$ cat src/rtl/capture_ctrl_pkg.sv
// Shared capture-path definitions: sample RAM geometry, capture states and
// a helper that tells whether a state is part of an active acquisition.
package dso_capture_pkg;

    localparam int ENTRIES = 512;
    localparam int AW      = $clog2(ENTRIES);
    localparam int CW      = 15;

    typedef enum logic [2:0] {
        IDLE  = 3'd0,
        PRE   = 3'd1,
        ARMED = 3'd2,
        POST  = 3'd3,
        DONE  = 3'd4
    } cap_state_t;

    function automatic logic is_active(input cap_state_t s);
        return (s == PRE) || (s == ARMED) || (s == POST);
    endfunction

endpackage

$ cat src/rtl/capture_ctrl_if.sv
// Command, trigger handshake and sample RAM write port of the capture controller.
interface capture_ctrl_if;

    logic                        run;
    logic                        stop;
    logic                        clr_done;
    logic [3:0]                  decimator;
    logic [dso_capture_pkg::AW-1:0] trig_pos;
    logic                        triggered;

    logic                        we;
    logic [dso_capture_pkg::AW-1:0] waddr;
    logic                        trig_en;
    logic                        armed;
    logic                        set_capture_done;
    logic                        capture_done;
    logic [dso_capture_pkg::AW-1:0] trace_end;
    logic                        busy;

    modport master (
        output run, stop, clr_done, decimator, trig_pos, triggered,
        input  we, waddr, trig_en, armed, set_capture_done, capture_done, trace_end, busy
    );

    modport slave (
        input  run, stop, clr_done, decimator, trig_pos, triggered,
        output we, waddr, trig_en, armed, set_capture_done, capture_done, trace_end, busy
    );

endinterface

$ cat src/rtl/capture_ctrl_smpl_strobe.sv
// Decimation counter: produces a sample strobe once every 2^decimator clocks
// while enabled, starting from a cleared count.
module smpl_strobe
    import dso_capture_pkg::*;
(
    input  logic       clk,
    input  logic       rst_n,
    input  logic       clr,
    input  logic       en,
    input  logic [3:0] decimator,
    output logic       strobe
);

    logic [CW-1:0] cnt_q, cnt_d;
    logic [CW-1:0] mask;

    // Next count: clear on a new capture, otherwise free-run while enabled.
    always_comb begin
        cnt_d = cnt_q;
        if (clr) begin
            cnt_d = '0;
        end else if (en) begin
            cnt_d = cnt_q + 1'b1;
        end
    end

    // Count register.
    always_ff @(posedge clk or negedge rst_n) begin
        if (!rst_n) begin
            cnt_q <= '0;
        end else begin
            cnt_q <= cnt_d;
        end
    end

    // Strobe when the low decimator bits are all ones; an empty mask fires every cycle.
    always_comb begin
        mask   = CW'((32'd1 << decimator) - 32'd1);
        strobe = en && ((cnt_q & mask) == mask);
    end

endmodule

$ cat src/rtl/capture_ctrl.sv
// Capture controller: fills the circular sample RAM with pre-trigger history,
// waits for the trigger, stores the post-trigger samples and reports the trace end.
module capture_ctrl
    import dso_capture_pkg::*;
(
    input  logic          clk,
    input  logic          rst_n,
    capture_ctrl_if.slave bus
);

    cap_state_t    state_q, state_d;
    logic [AW-1:0] waddr_q, waddr_d;
    logic [AW:0]   smpl_cnt_q, smpl_cnt_d;
    logic [AW:0]   post_cnt_q, post_cnt_d;
    logic [AW-1:0] trig_pos_q, trig_pos_d;
    logic [3:0]    dec_q, dec_d;
    logic [AW-1:0] trace_end_q, trace_end_d;
    logic          capture_done_q, capture_done_d;
    logic          set_capture_done_q, set_capture_done_d;
    logic          trig_en_q, trig_en_d;
    logic          armed_q, armed_d;

    logic          busy;
    logic          strobe;
    logic          we;
    logic          run_ok;
    logic          enter_done;
    logic [AW:0]   pre_target;

    smpl_strobe u_strobe (
        .clk       (clk),
        .rst_n     (rst_n),
        .clr       (run_ok),
        .en        (busy),
        .decimator (dec_q),
        .strobe    (strobe)
    );

    // Next-state, counters and status; stop overrides everything, and a run
    // landing on the done pulse is refused because the trace is not yet final.
    always_comb begin
        state_d        = state_q;
        waddr_d        = waddr_q;
        smpl_cnt_d     = smpl_cnt_q;
        post_cnt_d     = post_cnt_q;
        trig_pos_d     = trig_pos_q;
        dec_d          = dec_q;
        trace_end_d    = trace_end_q;
        capture_done_d = capture_done_q;

        busy       = is_active(state_q);
        we         = strobe && busy;
        run_ok     = bus.run && ((state_q == IDLE) || ((state_q == DONE) && !set_capture_done_q));
        pre_target = (AW+1)'(ENTRIES) - {1'b0, trig_pos_q};

        if (we) begin
            waddr_d = waddr_q + 1'b1;
        end

        case (state_q)
            PRE: begin
                if (we) begin
                    smpl_cnt_d = smpl_cnt_q + 1'b1;
                    if (smpl_cnt_d == pre_target) begin
                        state_d = ARMED;
                    end
                end
            end
            ARMED: begin
                if (bus.triggered) begin
                    post_cnt_d = '0;
                    state_d    = (trig_pos_q == '0) ? DONE : POST;
                end
            end
            POST: begin
                if (we) begin
                    post_cnt_d = post_cnt_q + 1'b1;
                    if (post_cnt_d == {1'b0, trig_pos_q}) begin
                        state_d = DONE;
                    end
                end
            end
            default: begin
            end
        endcase

        if (run_ok) begin
            state_d    = PRE;
            waddr_d    = '0;
            smpl_cnt_d = '0;
            post_cnt_d = '0;
            trig_pos_d = bus.trig_pos;
            dec_d      = bus.decimator;
        end

        if (bus.stop) begin
            state_d = IDLE;
            waddr_d = waddr_q;
        end

        enter_done         = (state_d == DONE) && (state_q != DONE);
        set_capture_done_d = enter_done;
        trig_en_d          = is_active(state_d);
        armed_d            = (state_d == ARMED);

        if (enter_done) begin
            capture_done_d = 1'b1;
            trace_end_d    = waddr_d;
        end else if (bus.clr_done || run_ok) begin
            capture_done_d = 1'b0;
        end
    end

    // State and status registers.
    always_ff @(posedge clk or negedge rst_n) begin
        if (!rst_n) begin
            state_q            <= IDLE;
            waddr_q            <= '0;
            smpl_cnt_q         <= '0;
            post_cnt_q         <= '0;
            trig_pos_q         <= '0;
            dec_q              <= '0;
            trace_end_q        <= '0;
            capture_done_q     <= 1'b0;
            set_capture_done_q <= 1'b0;
            trig_en_q          <= 1'b0;
            armed_q            <= 1'b0;
        end else begin
            state_q            <= state_d;
            waddr_q            <= waddr_d;
            smpl_cnt_q         <= smpl_cnt_d;
            post_cnt_q         <= post_cnt_d;
            trig_pos_q         <= trig_pos_d;
            dec_q              <= dec_d;
            trace_end_q        <= trace_end_d;
            capture_done_q     <= capture_done_d;
            set_capture_done_q <= set_capture_done_d;
            trig_en_q          <= trig_en_d;
            armed_q            <= armed_d;
        end
    end

    assign bus.we               = we;
    assign bus.waddr            = waddr_q;
    assign bus.trig_en          = trig_en_q;
    assign bus.armed            = armed_q;
    assign bus.set_capture_done = set_capture_done_q;
    assign bus.capture_done     = capture_done_q;
    assign bus.trace_end        = trace_end_q;
    assign bus.busy             = busy;

endmodule
$ cat src/flat_wrapper.sv
// flat-port wrapper written by rule: the top's interface ports become plain ports
module capture_ctrl_flat import dso_capture_pkg::*;
  (clk, rst_n, bus_run, bus_stop, bus_clr_done, bus_decimator, bus_trig_pos, bus_triggered, bus_we, bus_waddr, bus_trig_en, bus_armed, bus_set_capture_done, bus_capture_done, bus_trace_end, bus_busy);
  capture_ctrl_if bus_i ();
  input  logic clk;
  input  logic rst_n;
  input wire logic [$bits(bus_i.run)-1:0] bus_run;
  input wire logic [$bits(bus_i.stop)-1:0] bus_stop;
  input wire logic [$bits(bus_i.clr_done)-1:0] bus_clr_done;
  input wire logic [$bits(bus_i.decimator)-1:0] bus_decimator;
  input wire logic [$bits(bus_i.trig_pos)-1:0] bus_trig_pos;
  input wire logic [$bits(bus_i.triggered)-1:0] bus_triggered;
  output wire logic [$bits(bus_i.we)-1:0] bus_we;
  output wire logic [$bits(bus_i.waddr)-1:0] bus_waddr;
  output wire logic [$bits(bus_i.trig_en)-1:0] bus_trig_en;
  output wire logic [$bits(bus_i.armed)-1:0] bus_armed;
  output wire logic [$bits(bus_i.set_capture_done)-1:0] bus_set_capture_done;
  output wire logic [$bits(bus_i.capture_done)-1:0] bus_capture_done;
  output wire logic [$bits(bus_i.trace_end)-1:0] bus_trace_end;
  output wire logic [$bits(bus_i.busy)-1:0] bus_busy;
  assign bus_i.run = bus_run;
  assign bus_i.stop = bus_stop;
  assign bus_i.clr_done = bus_clr_done;
  assign bus_i.decimator = bus_decimator;
  assign bus_i.trig_pos = bus_trig_pos;
  assign bus_i.triggered = bus_triggered;
  assign bus_we = bus_i.we;
  assign bus_waddr = bus_i.waddr;
  assign bus_trig_en = bus_i.trig_en;
  assign bus_armed = bus_i.armed;
  assign bus_set_capture_done = bus_i.set_capture_done;
  assign bus_capture_done = bus_i.capture_done;
  assign bus_trace_end = bus_i.trace_end;
  assign bus_busy = bus_i.busy;
  capture_ctrl u_core (.clk(clk), .rst_n(rst_n), .bus(bus_i));
endmodule
$ cat config.mk
export PLATFORM = sky130hd
export DESIGN_NAME = capture_ctrl_flat
export DESIGN_NICKNAME = d
export VERILOG_FILES = /design/src/rtl/capture_ctrl_pkg.sv /design/src/rtl/capture_ctrl_if.sv /design/src/rtl/capture_ctrl_smpl_strobe.sv /design/src/rtl/capture_ctrl.sv /design/src/flat_wrapper.sv
export SDC_FILE = /design/constraint.sdc
export NUM_CORES = 1
export LEC_CHECK = 0
export ABC_AREA = 1
export BUFFER_PORTS_ARGS = -buffer_cell sky130_fd_sc_hd__clkbuf_2
export CAP_MARGIN = 20
export CORE_MARGIN = 10
export CORE_UTILIZATION = 45
export CTS_BUF_LIST = sky130_fd_sc_hd__clkbuf_8
export CTS_CLUSTER_DIAMETER = 40
export DETAILED_ROUTE_END_ITERATION = 8
export GPL_TIMING_DRIVEN = 0
export PLACE_DENSITY = 0.73
export SETUP_SLACK_MARGIN = 0.4
export SLEW_MARGIN = 20
export SYNTH_ARGS = -nofsm -noshare
export SYNTH_HDL_FRONTEND = slang
export SYNTH_SLANG_ARGS = --single-unit
$ cat constraint.sdc
create_clock -name clk -period 2.6 [get_ports clk]
set_input_delay 0.52 -clock clk [delete_from_list [all_inputs] [get_ports clk]]
set_output_delay 0.52 -clock clk [all_outputs]
set_load 0.02 [all_outputs]
==> results.tsv <==
metric	value	unit
setup_viol	12	
max-clock-path-buffers	2	
maxCapViolations	0	
dieHeight	120	um
seqPwrFrac	34.0	%
r2r_start	u_core.dec_q[3]$_DFFE_PN0P_	
port_buffers	42	
hold_viol	0	
setup_slack	-0.139	ns
rsz0062_at_grt	yes	
min_period	2.74	ns
p_sw_share	35.9	%
grt_pass1_vias	4418	
status	complete, but fails checks	
vias_per_cell	5.31	
insertion_delay	0.37	ns
tightest_slew	0.736	ns
initial_core_util	46.4	%
skew	0.0140	ns
drc	0	
power	3970	uW
synthesis.area	4540	um2
cts_sinks	73	
core	9770	um2
power.internal	2550	uW
dp_hpwl	8620	um
nets	768	
syn_to_final_growth	28.8	%
cts_hold_buffers	0	
arrival	2.22	ns
ys_warn_count	0	
cp-end-kind	output pin	
hold_path_class	in -> async	
synth_cells	653	
met2_usage	28.2	%
drive_above_1_share	26.1	%
drt-wirelength-per-cell	14.3	um
critPathLaunchType	flop	
die_w	120	um
path_class	reg -> out	
grt_usage	17.2	%
drtAntennaViolNets	0	
slew_headroom	50.6	%
clock_power_share	31.0	%
cts_root_buf	clkbuf_8	
yosys-top-cells-area	dfrtp_1 (40%), nand2_1 (17%), nand3_1 (7.0%)	
ios	43	
async_reset_ff_share	100	%
max_freq	365	MHz
insertedDiodeCount	0	
clk_pin_slew	0.09	ns
cts_buffers	9	
busiest_layer	met2	
grt_util_met3	3.96	%
drt_pass1_iterations	7	
synth_edf_count	0	
rrSetupSlack	-0.12	ns
cts_tree	done	
slew_violations	0	
gp_congestion	0.907	
ys_seq_area_share	40.3	%
violations	negative setup slack	
synthFlopType	dfrtp_1	
ctsHtreeMaxLevel	3	
rows	36	
fillers	856	
grt_pass1_wl	20800	um
worstPathRequired	2.08	ns
synth_top_area_cell	dfrtp_1	
num_vias	4669	
reg2reg_depth	22	
power_density	680	nW/um2
drt_first_iter_violations	534	
critPathMaxFanout	8	
ir_worst_vdd	0.329	mV
antenna_found_initial	0	
drt_wl_total	12600	um
synth_common_cells	nand2_1 (200), inv_1 (82), dfrtp_1 (73), nand3_1 (63), nor2_1 (61)	
combPwrFrac	35.0	%
ys_seq_elements	73	
p_leak	0.00287	uW
synth.most_common_cell	nand2_1	
switchingPower	1420	uW
ys_types	36	
use_met1	21.2	%
grt_max_degree	49	
fin_crit_sh	105	%
synth_top_area_share	40.3	%
overflow	0	
synth_nets	679	
tns	-1.14	ns
die_area	14500	um2
rr_endpoint	u_core.bus.trace_end[5]$_DFFE_PN0P_	
syn_area_per_cell	6.95	um2
## worst max-delay path by stage
| stage | slack (ns) | end | from |
|---|---|---|---|
| 2_1_floorplan | 0.31 | u_core.bus.trace_end[8]$_DFFE_PN0P_ | u_core.dec_q[3]$_DFFE_PN0P_ |
| 3_3_place_gp | 0.01 | u_core.bus.trace_end[3]$_DFFE_PN0P_ | u_core.trig_pos_q[0]$_DFFE_PN0P_ |
| 3_5_place_dp | -0.04 | u_core.bus.trace_end[1]$_DFFE_PN0P_ | u_core.post_cnt_q[0]$_DFFE_PN0P_ |
| 4_1_cts | -0.1 | bus_we | u_core.dec_q[3]$_DFFE_PN0P_ |
| 5_1_grt | -0.25 | u_core.bus.trace_end[7]$_DFFE_PN0P_ | u_core.dec_q[3]$_DFFE_PN0P_ |
| 6_report | -0.14 | bus_we | u_core.dec_q[3]$_DFFE_PN0P_ |
## worst max-delay path, cell delays in order (launching register included)
cell and delay (ns):
dfrtp_1 0.37, buf_6 0.12, nor2_4 0.13, nand3_2 0.11, ha_4 0.18, buf_8 0.13
nand3_2 0.06, nand2_1 0.04, inv_1 0.06, nand2_2 0.06, nand3_2 0.08, nor2_4 0.04
buf_4 0.13, nand2_4 0.06, inv_2 0.04, buf_6 0.11, buf_8 0.12
## layer usage
layer	share of wire, %	up-vias
li1	-	2288
met1	42	2193
met2	49	157
met3	6.0	31
met4	2.5	0
met5	0	-
## state kept, by name, summed over array words and instances (netlist names)
signal,flops
u_core.bus.armed,1
u_core.bus.capture_done,1
u_core.bus.set_capture_done,1
u_core.bus.trace_end,9
u_core.bus.trig_en,1
u_core.bus.waddr,9
u_core.dec_q,4
u_core.post_cnt_q,10
u_core.smpl_cnt_q,10
u_core.state_q,3
u_core.trig_pos_q,9
u_core.u_strobe.cnt_q,15
## timing repair
action                                  in CTS  in global routing
endpoints found under the setup margin      42                 52
setup buffers                               15                 16
cloned                                       4                  0
pin swaps                                   15                 24
resized for setup                           56                 56
## stage by stage
stage	setup slack (ns)	util [%]	cells	hold WS [ns]	area, um2
floorplan	0.314	-	653	0.224	4580
global placement	0.00981	50.7	828	0.456	4960
detailed placement	-0.0372	51.0	829	0.457	4990
CTS	-0.0972	56.9	864	0.107	5560
global route	-0.252	59.8	880	0.113	5840
finish	-0.139	59.8	880	0.0979	5840
## cell usage in the layout, fill, tap and decap left out, types with 2 or more instances in the layout
master	instances
clkbuf_8	10
o21ai_2	10
inv_6	2
buf_6	17
inv_2	15
nand4_1	16
o31ai_1	3
dfrtp_2	4
clkbuf_2	41
nand2_2	17
buf_8	2
nand2_1	178
nor3_1	14
clkbuf_1	4
inv_1	75
o21ai_0	25
a21oi_1	12
xor2_1	9
nand3_1	55
a31oi_1	2
buf_4	24
o21ai_1	17
o22ai_1	6
xnor2_1	2
nor2_1	53
nand3_2	11
ha_4	2
bufinv_16	4
nor2_4	4
a211oi_1	2
nand2_8	2
nor2_2	12
nand2_4	6
dfrtp_1	69
ha_1	5
## power by group through the flow
stage	combinational, uW	sequential, uW	clock, uW
5_1_grt	1550	1360	1300
6_report	1390	1350	1230
3_3_place_gp	1030	1370	0
4_1_cts	1220	1360	1250
2_1_floorplan	779	1370	0
3_5_place_dp	1060	1370	0
## final cells by class
type / instances / area [um2] / share of cell area [%]
inverters: 93 / 357 / 6.10
clock inverters: 6 / 138 / 2.36
flip-flops and latches: 73 / 1830 / 31.3
repair buffers: 78 / 554 / 9.49
clock buffers: 10 / 138 / 2.36
well taps: 133 / 166 / 2.85
multi-input cells: 474 / 2550 / 43.7
plain buffers: 13 / 106 / 1.82
## logic make-up (layout without fill, tap and decap cells)
logic type      after synthesis  count (layout)  share of synthesized area (%)
buf+inv                     106             200                           9.32
simple gates                376             376                           36.9
compound gates               80              80                           9.46
xor+xnor                     11              11                           2.12
flops                        73              73                           40.3
fa+ha+maj                     7               7                           1.93
Power figures use the tool's default switching activity.
